File: src/rtl/uart_rx_fifo.sv
// 8N1 UART receiver: 2-flop line synchroniser, mid-bit sampling FSM and a
// show-ahead byte FIFO drained by a valid/ready consumer.
module uart_rx_fifo #(
  parameter int CLK_FREQ_HZ = 25000000,
  parameter int BAUD_RATE   = 115200,
  parameter int FIFO_DEPTH  = 4
) (
  input  logic                          clk_i,
  input  logic                          rst_ni,
  input  logic                          rx_i,
  output logic [7:0]                    rx_data_o,
  output logic                          rx_valid_o,
  input  logic                          rx_ready_i,
  output logic [$clog2(FIFO_DEPTH):0]   level_o,
  output logic                          frame_err_o,
  output logic                          overrun_o,
  input  logic                          clear_i,
  output logic                          busy_o
);

  localparam int CLKS_PER_BIT = CLK_FREQ_HZ / BAUD_RATE;
  localparam int CW = $clog2(CLKS_PER_BIT);
  localparam int AW = $clog2(FIFO_DEPTH);
  localparam int LW = AW + 1;
  localparam logic [CW-1:0] HALF_LOAD = CW'(CLKS_PER_BIT / 2 - 1);
  localparam logic [CW-1:0] FULL_LOAD = CW'(CLKS_PER_BIT - 1);

  typedef enum logic [2:0] {S_IDLE, S_START, S_DATA, S_STOP, S_BREAK} state_t;

  state_t          state_q, state_d;
  logic [CW-1:0]   cnt_q, cnt_d;
  logic [2:0]      idx_q, idx_d;
  logic [7:0]      shreg_q, shreg_d;
  logic            ferr_d;
  logic            push;
  logic            rx_meta, rx_s;

  always_ff @(posedge clk_i or negedge rst_ni) begin
    if (!rst_ni) begin
      rx_meta <= 1'b1;
      rx_s    <= 1'b1;
    end else begin
      rx_meta <= rx_i;
      rx_s    <= rx_meta;
    end
  end

  always_ff @(posedge clk_i or negedge rst_ni) begin
    if (!rst_ni) begin
      state_q     <= S_IDLE;
      cnt_q       <= '0;
      idx_q       <= '0;
      shreg_q     <= '0;
      frame_err_o <= 1'b0;
    end else begin
      state_q     <= state_d;
      cnt_q       <= cnt_d;
      idx_q       <= idx_d;
      shreg_q     <= shreg_d;
      frame_err_o <= ferr_d;
    end
  end

  always_comb begin
    state_d = state_q;
    cnt_d   = cnt_q;
    idx_d   = idx_q;
    shreg_d = shreg_q;
    ferr_d  = 1'b0;
    push    = 1'b0;
    case (state_q)
      S_IDLE: begin
        if (!rx_s) begin
          state_d = S_START;
          cnt_d   = HALF_LOAD;
        end
      end
      S_START: begin
        if (cnt_q == '0) begin
          if (rx_s) begin
            state_d = S_IDLE;
          end else begin
            state_d = S_DATA;
            idx_d   = 3'd0;
            cnt_d   = FULL_LOAD;
          end
        end else begin
          cnt_d = cnt_q - CW'(1);
        end
      end
      S_DATA: begin
        if (cnt_q == '0) begin
          shreg_d = {rx_s, shreg_q[7:1]};
          cnt_d   = FULL_LOAD;
          if (idx_q == 3'd7) state_d = S_STOP;
          else               idx_d   = idx_q + 3'd1;
        end else begin
          cnt_d = cnt_q - CW'(1);
        end
      end
      S_STOP: begin
        // Leaving at mid-stop-bit gives half a bit of slack for the next start.
        if (cnt_q == '0) begin
          if (rx_s) begin
            push    = 1'b1;
            state_d = S_IDLE;
          end else begin
            ferr_d  = 1'b1;
            state_d = S_BREAK;
          end
        end else begin
          cnt_d = cnt_q - CW'(1);
        end
      end
      S_BREAK: begin
        if (rx_s) state_d = S_IDLE;
      end
      default: state_d = S_IDLE;
    endcase
  end

  logic [7:0]    mem [FIFO_DEPTH];
  logic [AW-1:0] wr_ptr, rd_ptr;
  logic [LW-1:0] level_q;
  logic          pop, full, wr_en, ovr_set;

  assign pop     = rx_valid_o && rx_ready_i;
  assign full    = (level_q == LW'(FIFO_DEPTH));
  // When full, a same-cycle pop frees the slot the push lands in.
  assign wr_en   = push && (!full || pop);
  assign ovr_set = push && full && !pop;

  always_ff @(posedge clk_i or negedge rst_ni) begin
    if (!rst_ni) begin
      for (int i = 0; i < FIFO_DEPTH; i++) mem[i] <= '0;
      wr_ptr    <= '0;
      rd_ptr    <= '0;
      level_q   <= '0;
      overrun_o <= 1'b0;
    end else begin
      if (wr_en) begin
        mem[wr_ptr] <= shreg_q;
        wr_ptr      <= wr_ptr + AW'(1);
      end
      if (pop) rd_ptr <= rd_ptr + AW'(1);
      case ({wr_en, pop})
        2'b10:   level_q <= level_q + LW'(1);
        2'b01:   level_q <= level_q - LW'(1);
        default: level_q <= level_q;
      endcase
      if (ovr_set)      overrun_o <= 1'b1;
      else if (clear_i) overrun_o <= 1'b0;
    end
  end

  assign rx_data_o  = mem[rd_ptr];
  assign rx_valid_o = (level_q != '0);
  assign level_o    = level_q;
  assign busy_o     = (state_q != S_IDLE);

endmodule

File: config.mk
export PLATFORM = sky130hd
export DESIGN_NAME = uart_rx_fifo
export DESIGN_NICKNAME = d
export VERILOG_FILES = /design/src/rtl/uart_rx_fifo.sv
export SDC_FILE = /design/constraint.sdc
export NUM_CORES = 1
export LEC_CHECK = 0
export CAP_MARGIN = 20
export CORE_MARGIN = 4
export CORE_UTILIZATION = 46
export DETAILED_ROUTE_END_ITERATION = 10
export DONT_BUFFER_PORTS = 1
export HOLD_SLACK_MARGIN = 0.15
export PLACE_DENSITY = 0.65
export SLEW_MARGIN = 15
export SYNTH_ARGS = -nofsm -noshare
export SYNTH_HDL_FRONTEND = slang
export SYNTH_SLANG_ARGS = --single-unit
File: constraint.sdc
create_clock -name clk_i -period 2 [get_ports clk_i]
set_input_delay 0.5 -clock clk_i [delete_from_list [all_inputs] [get_ports clk_i]]
set_output_delay 0.5 -clock clk_i [all_outputs]
set_load 0.02 [all_outputs]
* Yosys cells after proc, flatten, opt, wreduce, memory -nomap -nowiden
Cells that the tools add are included.
** Storage, ports and cells
- Memory bits (read-only) :: 0
- Input port bits :: 5
- Bits in latches :: 0
- Output and inout bits :: 15
- Memory bits (writable) :: 0
- Flip-flop bits (word level) :: 65
- Memories :: 0
** Operators by class
- Multiply operators :: 0
- Reduce and logical (&&, ||, !) cells :: 20
- Shifts and indexed selects :: 0
- Magnitude comparators :: 3
- Add/sub/neg operators :: 6
- Multiplexer cells :: 35
- Bitwise operators :: 2
- Equal/unequal tests :: 18
- Divide/modulo/power cells :: 0
** Operators with widths (count)
- 2-to-1 mux 8 bit :: 8
- 2-to-1 mux 3 bit :: 11
- bitwise mux 32 bit :: 1
- case mux 8 bit (4 select lines) :: 1
- inequality test 2 bit, second input constant :: 9
- binary-select mux 8 bit (select 2 bit) :: 1
- demux 8 bit (select 2 bit) :: 1
- case mux 3 bit (5 select lines) :: 1
- case mux 3 bit (2 select lines) :: 2
- equality test 3 bit, second input constant :: 3
- zero test 8 bit :: 1
- 2-to-1 mux 1 bit :: 8
- subtractor 8 x 1 -> 8 bit, second input constant :: 1
- adder 3 x 1 -> 3 bit, second input constant :: 2
- equality test 3 x 2 -> 1 bit, second input constant :: 2
- >= comparator 3 bit, second input constant :: 2
- NOT 2 -> 3 bit :: 2
- AND reduction 6 bit :: 1
- nonzero test 2 bit :: 3
- nonzero test 3 bit :: 2
- logical AND 1 bit :: 5
- AND reduction 5 bit :: 1
- adder 2 x 1 -> 2 bit, second input constant :: 2
- AND reduction 4 bit :: 1
- 12 further kinds :: 13

* Logic depth before layout (Yosys ltp)
Gate-level depths: netlist (run 1).
- Depth after elaboration :: 6
- Gate-level depth with buffers :: 10
- Mapped depth without buffers :: 10

* Worst setup path after synthesis (run 1)
Ideal clock, no wire load.
- Path kind :: in2reg
- Start point :: input rx_ready_i
- End point :: register mem[0] (netlist bit)
- Slack :: -0.154 ns
- Stages on the path :: 6
- Library setup time :: 0.125 ns
- Buffers on the path :: 2
- Data arrival time :: 2.030 ns
- Path through :: clkbuf_1 -> or4b_1 -> and4_1 -> buf_2 -> nand2_2 -> mux2_2
** Between the ends
- Cells in the longest elaborated chain, start to end :: 3
** Ends and longest elaborated chain
- from (decl) :: line 13 : input logic rx_ready_i,
- logical AND 1 bit :: line 127 : assign pop = rx_valid_o && rx_ready_i;
- logical OR 1 bit :: line 130 : assign wr_en = push && (!full || pop);
- logical AND 1 bit :: line 130
- to (signal, indexed assignment) :: line 142 : mem[wr_ptr] <= shreg_q;
- to (decl) :: line 122 : logic [7:0] mem [FIFO_DEPTH];
Every way passes these cells.
A chain may end at the register's enable or synchronous reset.

* Final worst setup path (run 1)
- Start point :: register cnt_q[0]
- End point :: register cnt_q[5]
** Between the ends
- Cells in the longest elaborated chain, start to end :: 3
** Ends and longest elaborated chain
- from (decl) :: line 31 : logic [CW-1:0] cnt_q, cnt_d;
- from (signal assigned) :: line 57 : cnt_q <= cnt_d;
- subtractor 8 x 1 -> 8 bit or zero test 8 bit (tied branches)
- 2-to-1 mux 8 bit (tied with other cells) :: line 103 : if (cnt_q == '0) begin
- case mux 8 bit (4 select lines) or AND reduction 4 bit (tied branches)
Parallel ways exist; a longest one is shown, timed or not. The select of a mux whose other input is x is not followed.

==> results.cfg, run 1 <==
[die]
die_w_microns = 92.1
fp.coreArea_sq_um = 6830
die_h_microns = 92.1
start_util_pct = 47.6
pin_count = 20
die-area_sq_um = 8480
placementRows = 30

[layout]
stdcell_count = 403
multi_input_area_sq_um = 1650
final_area_sq_um = 4050
drive_gt1_share_pct = 43.6
final_common_cell = dfrtp_1
seqCellArea_sq_um = 1630
syn_to_final_growth_pct = 24.7
n_antenna_cell = 0
layout.nets = 316
fill_cells = 550
final_cell_mix = 63 x dfrtp_1, 42 x mux2_2, 38 x buf_4

[power_and_ir_drop]
total_power_mw = 3.26
p_switching_mw = 0.968
p_leak_nw = 1.87
sw_frac_of_total_pct = 29.7
power_frac_clock_pct = 35.2
powerDensity_nw_per_um2 = 803
peakVddDrop_mv = 0.506
power_frac_comb_pct = 20.3
pwr-share-seq_pct = 44.4
p_int_mw = 2.29

[sta]
clock_skew_ns = 0.00818
fin_crit_sh_pct = 100
fin_hold_ws_ns = 0.257
worst_pin_slew_ns = 0.483
rsz0062_at_grt = yes
hold_violations = 0
finalSetupViolations = 1
fmax_mhz = 499
fin_ws_ns = -0.00362
fin_crit_ns = 2.00
maxSlewHeadroom_pct = 67.8
drv_slew = 0

[place]
dp_cells = 377
place_hpwl_microns = 4560
dp_slack_ns = -0.0159
gp_congestion = 0.798
portBuffers = 0
dpl_cell_area_sq_um = 3700

[detailed_routing]
drtIter0Drc = 115
ant_nets = 0
wl_per_cell_microns = 16.6
routed_wl_microns = 6680
drc = 0
vias = 2215
avgViaCountPerCell = 5.50
firstDrtPassIters = 4

[clock_network]
root_buffer = clkbuf_8
path_clk_slew_ns = 0.08
cts_sinks = 65
cts_tree = yes
insertion_delay_ns = 0.35
numCtsBuffers = 9
htreeDepth = 3
clockBufferDepth = 2

[yosys]
synth_edf_count = 0
synth_async_sr_flop_share_pct = 100
yosysSeqAreaShare_pct = 50.1
synth_cell_types = 59
synth_top_area_share_pct = 48.5
avgSynthCellArea_sq_um = 12.6
yosys_warnings = 0
synth_ff_type = dfrtp_1
synth_seq_cells = 65
netlist_area_sq_um = 3250
synthTopCellsByArea = dfrtp_1 48%, mux2_2 15%, mux4_2 5.5%
syn-instance-count = 259
synth_largest_area_cell = dfrtp_1
synth_fp_nets = 273

[setup_path]
startpoint_type = flip-flop
worstPathArrival_ns = 2.23
crit_fanout = 5
path_class = reg2reg
crit_required_ns = 2.22
endpoint_kind = flip-flop

[outcome]
violations = negative setup slack
status = finished with violations

[global_routing]
grt_pass1_wl_microns = 11300
antenna_found_initial = 0
gr-total-overflow = 0
grt_max_degree = 66
gr-usage-all-layers_pct = 17.0
grt_pass1_vias = 2270

[flow_run]
maxCapViolCount = 0

[hold_path]
worst_hold_path_type = in2reg
-- Yosys cell counts, types with 4 or more instances --
cell,number
dfrtp_1,63
mux2_2,44
inv_1,13
nand2_1,13
nor2_1,9
ha_1,8
mux4_2,8
a21oi_1,6
clkbuf_1,6
o22ai_1,6
buf_2,5
a31oi_1,4
nand2_2,4
nor3_1,4
-- final cells by class --
type / instances / share of cell area (%)
multi-input combinational: 168 / 40.7
sequential: 65 / 40.2
timing repair buffer: 45 / 9.97
clock buffer: 9 / 3.06
tap: 96 / 2.96
clock inverter: 7 / 1.95
inverter: 13 / 1.20
-- stage by stage --
stage | util, % | TNS (ns)
final | 59.3 | -0.00362
after global routing | 59.3 | -0.604
after CTS | 57.5 | -0.0157
after detailed placement | 54.1 | -0.0159
after global placement | 54.1 | 0
after floorplan | - | -0.162
-- final timing paths --
check,cells past startpoint,endpoint,from,slack [ns]
setup / recovery,7,cnt_q[5],cnt_q[0],-0.004
hold / removal,1,overrun_o,clear_i,0.26
setup reg to reg,7,cnt_q[5],cnt_q[0],-0.004
hold reg to reg,0,rx_s,rx_meta,0.36
max in group asynchronous,2,rx_meta,rst_ni,1.02
min in group asynchronous,2,cnt_q[6],rst_ni,0.68
-- flip-flops by register name, indices dropped and copies added (netlist names) --
register,count
overrun_o,1
frame_err_o,1
idx_q,3
rx_s,1
rx_meta,1
level_o,3
cnt_q,8
wr_ptr,2
mem,32
state_q,3
rd_ptr,2
shreg_q,8
-- critical path: stages, from the launching register on --
cell     delay (ns)
dfrtp_1        0.40
inv_2          0.09
ha_4           0.13
buf_4          0.10
or3b_4         0.42
or3_1          0.45
a22oi_1        0.19
o22ai_1        0.11
-- power groups by stage --
stage	registers (mW)	logic, mW	clock network, mW
detailed placement	1.46	0.562	0
global route	1.45	0.729	1.24
global placement	1.46	0.560	0
CTS	1.44	0.582	1.18
finish	1.45	0.662	1.15
floorplan	1.48	0.384	0
-- repair_timing --
item                                   in CTS  in global routing
endpoints found under the hold margin      66                 65
pin swaps                                   0                  8
setup buffers                               0                  7
setup endpoints to repair                  11                 14
gates resized for setup                     4                  9
hold buffers                                1                  2
-- logic make-up after synthesis --
logic type      synth area share, %
flops                          50.1
xor+xnor                       1.35
compound gates                 9.43
simple gates                   10.8
mux                            21.4
fa+ha+maj                      3.70
buf+inv                        3.19
-- metal layers --
layer,wire (microns),global-route usage [%],vias up
met5,0,0,-
met2,3030,24.3,46
li1,-,-,1040
met1,3250,23.8,1121
met4,79,7.92,0
met3,308,4.92,8
No activity file was read; power rests on OpenSTA's default activity.
==> run 2: changes to the inputs <==
Settings changed: CTS_BUF_LIST from default to sky130_fd_sc_hd__clkbuf_8.
==> results of run 2 <==
The final DEF is identical to that of run 1; final timing and power are the same.
==> edit 1: new RTL, settings of run 1 <==
The parameter `FIFO_DEPTH` goes from 4 to 16.
--- a/src/rtl/uart_rx_fifo.sv
+++ b/src/rtl/uart_rx_fifo.sv
@@ -4,5 +4,5 @@
   parameter int CLK_FREQ_HZ = 25000000,
   parameter int BAUD_RATE   = 115200,
-  parameter int FIFO_DEPTH  = 4
+  parameter int FIFO_DEPTH  = 16
 ) (
   input  logic                          clk_i,
Interface: changed (resized level_o); port bits go from 20 to 22. No check against the original RTL was run, so the function may have changed too.
==> edit 1 against run 1 <==
  * Register-to-register slack lost 470 ps
  * Clock skew grew 2.9 ps
  * Total power grew to 2.6 times the old value
  * Sequential cell count grew 102
  * Synthesized cell count grew 110%
  * Largest cell class is now sequential cells
  * Sequential share of layout area grew 1.3 points
  * Setup slack lost 710 ps
  * Maximum frequency shrank 26%
  * Design area grew 150%
  * Wire length grew to 2.7 times the old value
  * The run ends with hold timing, setup timing left
  * Synthesized area grew to 2.5 times the old value
==> edit 1: results <==
{
  "final_number_of_setup_violating_endpoints": 148,
  "yosys-mux-area-fraction_pct": 30.6,
  "cp.required_ps": 1500,
  "holdCritPathClass": "in2async",
  "p_int_uw": 6110,
  "timing.hold.ws_ps": -220,
  "crit_start": "rd_ptr[0]$_DFFE_PN0P_",
  "timing.final.hold_violations": 165,
  "clock_power_uw": 3160,
  "crit-reg2reg-launch": "cnt_q[1]$_DFFE_PN0P_",
  "cts_made_buffers": 17,
  "synth-seq-area-share_pct": 50.9,
  "post_cts_setup_buffer_count": 6,
  "fin_worst_skew_ps": 11.1,
  "worst_slack_setup_final_ps": -711,
  "cts_resized": 70,
  "fillCellCount": 1335,
  "routabilityCongestion": 0.849,
  "violations": "hold timing, setup timing",
  "setup_total_negative_slack_ps": -46010,
  "critPathCapture": "rx_data_o[7]",
  "grt_pass1_wl_mm": 29.9,
  "critical_path.reg2reg.endpoint": "level_o[4]$_DFFE_PN0P_",
  "status": "finished, violations left",
  "post-dp-hpwl_mm": 11.9,
  "clk_transition_reported_paths_ps": 60,
  "max_rail_drop_vdd_mv": 1.05,
  "path_max_fanout": 16,
  "worstRegToRegCells": 12,
  "ratio_of_routed_vias_to_standard_cells": 5.75,
  "leakagePower_uw": 0.00467,
  "fraction_of_layout_cells_with_a_size_suffix_above_1_pct": 54.4
}
edit 1: per-layer routing:
layer | vias to the layer above | wire length, um | GRT usage, % | part of all wire [%]
li1 | 2196 | - | - | -
met1 | 2586 | 8110 | 26.8 | 45
met2 | 101 | 8850 | 30.1 | 49
met3 | 19 | 679 | 4.79 | 3.8
met4 | 0 | 272 | 5.51 | 1.5
met5 | - | 0 | 0 | 0
edit 1: cell families (layout without fill, tap and decap cells):
| logic type | after synthesis | after routing |
|---|---|---|
| multiplexers | 178 | 178 |
| AO/OA/AOI/OAI | 50 | 50 |
| buffers and inverters | 52 | 131 |
| AND/OR/NAND/NOR | 76 | 76 |
| flip-flops | 167 | 167 |
| XOR/XNOR | 12 | 12 |
| adder cells (fa/ha/maj) | 13 | 13 |
edit 1: final cells by class:
class	instances	area [um^2]	share of cell area, %
flip-flops and latches	167	4180	41.5
multi-input cells	329	4110	40.8
repair buffers	85	882	8.74
clock buffers	21	460	4.56
well taps	225	282	2.79
clock inverters	11	114	1.13
inverters	14	52.6	0.521
==> edit 2: new RTL, flow settings as in run 1 <==
Without the edit above. Encoding of `state_t`: now one-hot (5 bits for 5 states).
--- a/src/rtl/uart_rx_fifo.sv
+++ b/src/rtl/uart_rx_fifo.sv
@@ -26,5 +26,5 @@
   localparam logic [CW-1:0] FULL_LOAD = CW'(CLKS_PER_BIT - 1);
 
-  typedef enum logic [2:0] {S_IDLE, S_START, S_DATA, S_STOP, S_BREAK} state_t;
+  typedef enum logic [4:0] {S_IDLE = 5'b00001, S_START = 5'b00010, S_DATA = 5'b00100, S_STOP = 5'b01000, S_BREAK = 5'b10000} state_t;
 
   state_t          state_q, state_d;
Function: no difference found for any inputs over 10 cycles, from zero or initial values and one cycle with rst_ni low; not proved beyond that.
==> edit 2 against run 1 <==
  * The run ends with hold timing, setup timing left
  * Final cell count is 6.9% higher
  * Setup slack worse by 220 ps
  * Design area is 6.8% higher
  * Maximum frequency is 9.9% lower
  * Critical path depth is 2 higher
  * Sequential share of layout area is 1.4 points lower
  * Synthesized area is 2.8% higher
  * Sequential cell count is 2 higher
  * Wire length is 3.5% higher
  * First-iteration DRC count is 17% lower
Power is not compared: it rests on default switching activity, and its combinational part moved more than twofold at a synthesized area within 25%.
==> edit 2: results <==
{
  "final_cell_count_no_fill": 431,
  "timing.max_slew.rel_slack_pct": 69.6,
  "netlist_top_cells_count": "64 x dfrtp_1, 39 x mux2_2, 18 x nand2_1",
  "worst_slack_setup_final_ps": -224,
  "final_number_of_setup_violating_endpoints": 39,
  "ratio_of_routed_vias_to_standard_cells": 5.40,
  "numPlacedInstances": 400,
  "timing.final.hold_violations": 64,
  "fillCellCount": 552,
  "post-dp-hpwl_mm": 4.47,
  "violations": "hold timing, setup timing",
  "status": "finished, violations left",
  "grt_start_max_net_pins": 68,
  "syn-mean-instance-area_um2": 12.3,
  "route.final.wire_length_mm": 6.91,
  "placement.setup.worst_slack_ps": -304,
  "grt_pass1_wl_mm": 11.4,
  "timing.hold.ws_ps": -166,
  "synth_top_cells_by_area": "dfrtp_1 48%, mux2_2 13%, mux4_2 5.4%",
  "first_iter_violations": 95,
  "path_max_fanout": 3,
  "setup_total_negative_slack_ps": -5440,
  "synth-seq-area-share_pct": 50.3,
  "nNetsFinal": 344,
  "fraction_of_layout_cells_with_a_size_suffix_above_1_pct": 48.1,
  "critical_path.reg2reg.endpoint": "level_o[2]$_DFFE_PN0P_",
  "worstRegToRegCells": 9
}
## edit 2: changes by cell type in the layout (fill, tap and decap cells not counted), moves of 4 or more
cell	delta
mux2_2	-4
o22ai_1	-5
buf_6	+9
nand2_1	+5
inv_1	-4
nand3_1	+5
buf_4	+4
nor2_1	+5
## edit 2: stage by stage
stage | instance area, um^2 | hold slack [ps]
finish | 4330 | -166
global route | 4330 | -196
floorplan | 3380 | 204
detailed placement | 3750 | 207
global placement | 3750 | 207
CTS | 4150 | -191
## edit 2: kinds of logic after synthesis
| group | after synthesis | share of synthesized area [%] |
|---|---|---|
| multiplexers | 51 | 19.8 |
| AND/OR/NAND/NOR | 80 | 13.8 |
| AO/OA/AOI/OAI | 36 | 7.75 |
| adder cells (fa/ha/maj) | 9 | 3.59 |
| buffers and inverters | 20 | 2.40 |
| flip-flops | 67 | 50.3 |
| XOR/XNOR | 9 | 2.36 |
## edit 2: area by class of cell
type                    count  area share, %
clock buffers               9           2.86
well taps                  96           2.78
flip-flops and latches     67           38.8
inverters                  10          0.868
clock inverters             7           1.21
repair buffers             57           12.0
multi-input cells         185           41.5
## edit 2: worst max path at each step
stage / from / end / cells past startpoint
global placement: cnt_q[0]$_DFFE_PN0P_ / level_o[2]$_DFFE_PN0P_ / 9
CTS: cnt_q[0]$_DFFE_PN0P_ / level_o[2]$_DFFE_PN0P_ / 9
finish: cnt_q[0]$_DFFE_PN0P_ / level_o[2]$_DFFE_PN0P_ / 9
floorplan: cnt_q[2]$_DFFE_PN0P_ / level_o[2]$_DFFE_PN0P_ / 8
global route: cnt_q[0]$_DFFE_PN0P_ / level_o[2]$_DFFE_PN0P_ / 9
detailed placement: cnt_q[0]$_DFFE_PN0P_ / level_o[2]$_DFFE_PN0P_ / 9
## edit 2: power by group through the flow
stage / sequential (uW) / combinational [uW] / clock (uW)
global route: 1640 / 2040 / 1100
floorplan: 1640 / 1030 / 0
finish: 1620 / 1880 / 1010
global placement: 1640 / 1550 / 0
detailed placement: 1640 / 1570 / 0
CTS: 1620 / 1730 / 1060
## edit 2: repair_timing
item	in CTS	in global routing
buffers inserted	5	8
gates resized for setup	26	23
pin swaps	6	5
hold endpoints to repair	68	67
gates cloned	1	0
endpoints found under the setup margin	48	58
## edit 2: worst max-delay path, stage by stage, from the launching register on
cell,delay (ps)
dfrtp_1,390
inv_2,90
ha_4,140
or4bb_4,470
nor4_4,170
nor2_1,80
fa_1,380
nor3_1,190
a31oi_1,70
xnor2_1,130
## edit 2: per-layer routing
layer	global-route usage (%)	vias up	wire length [um]
li1	-	1106	-
met1	19.9	1171	2910
met2	28.5	38	3530
met3	6.03	12	303
met4	6.84	0	163
met5	0	-	0
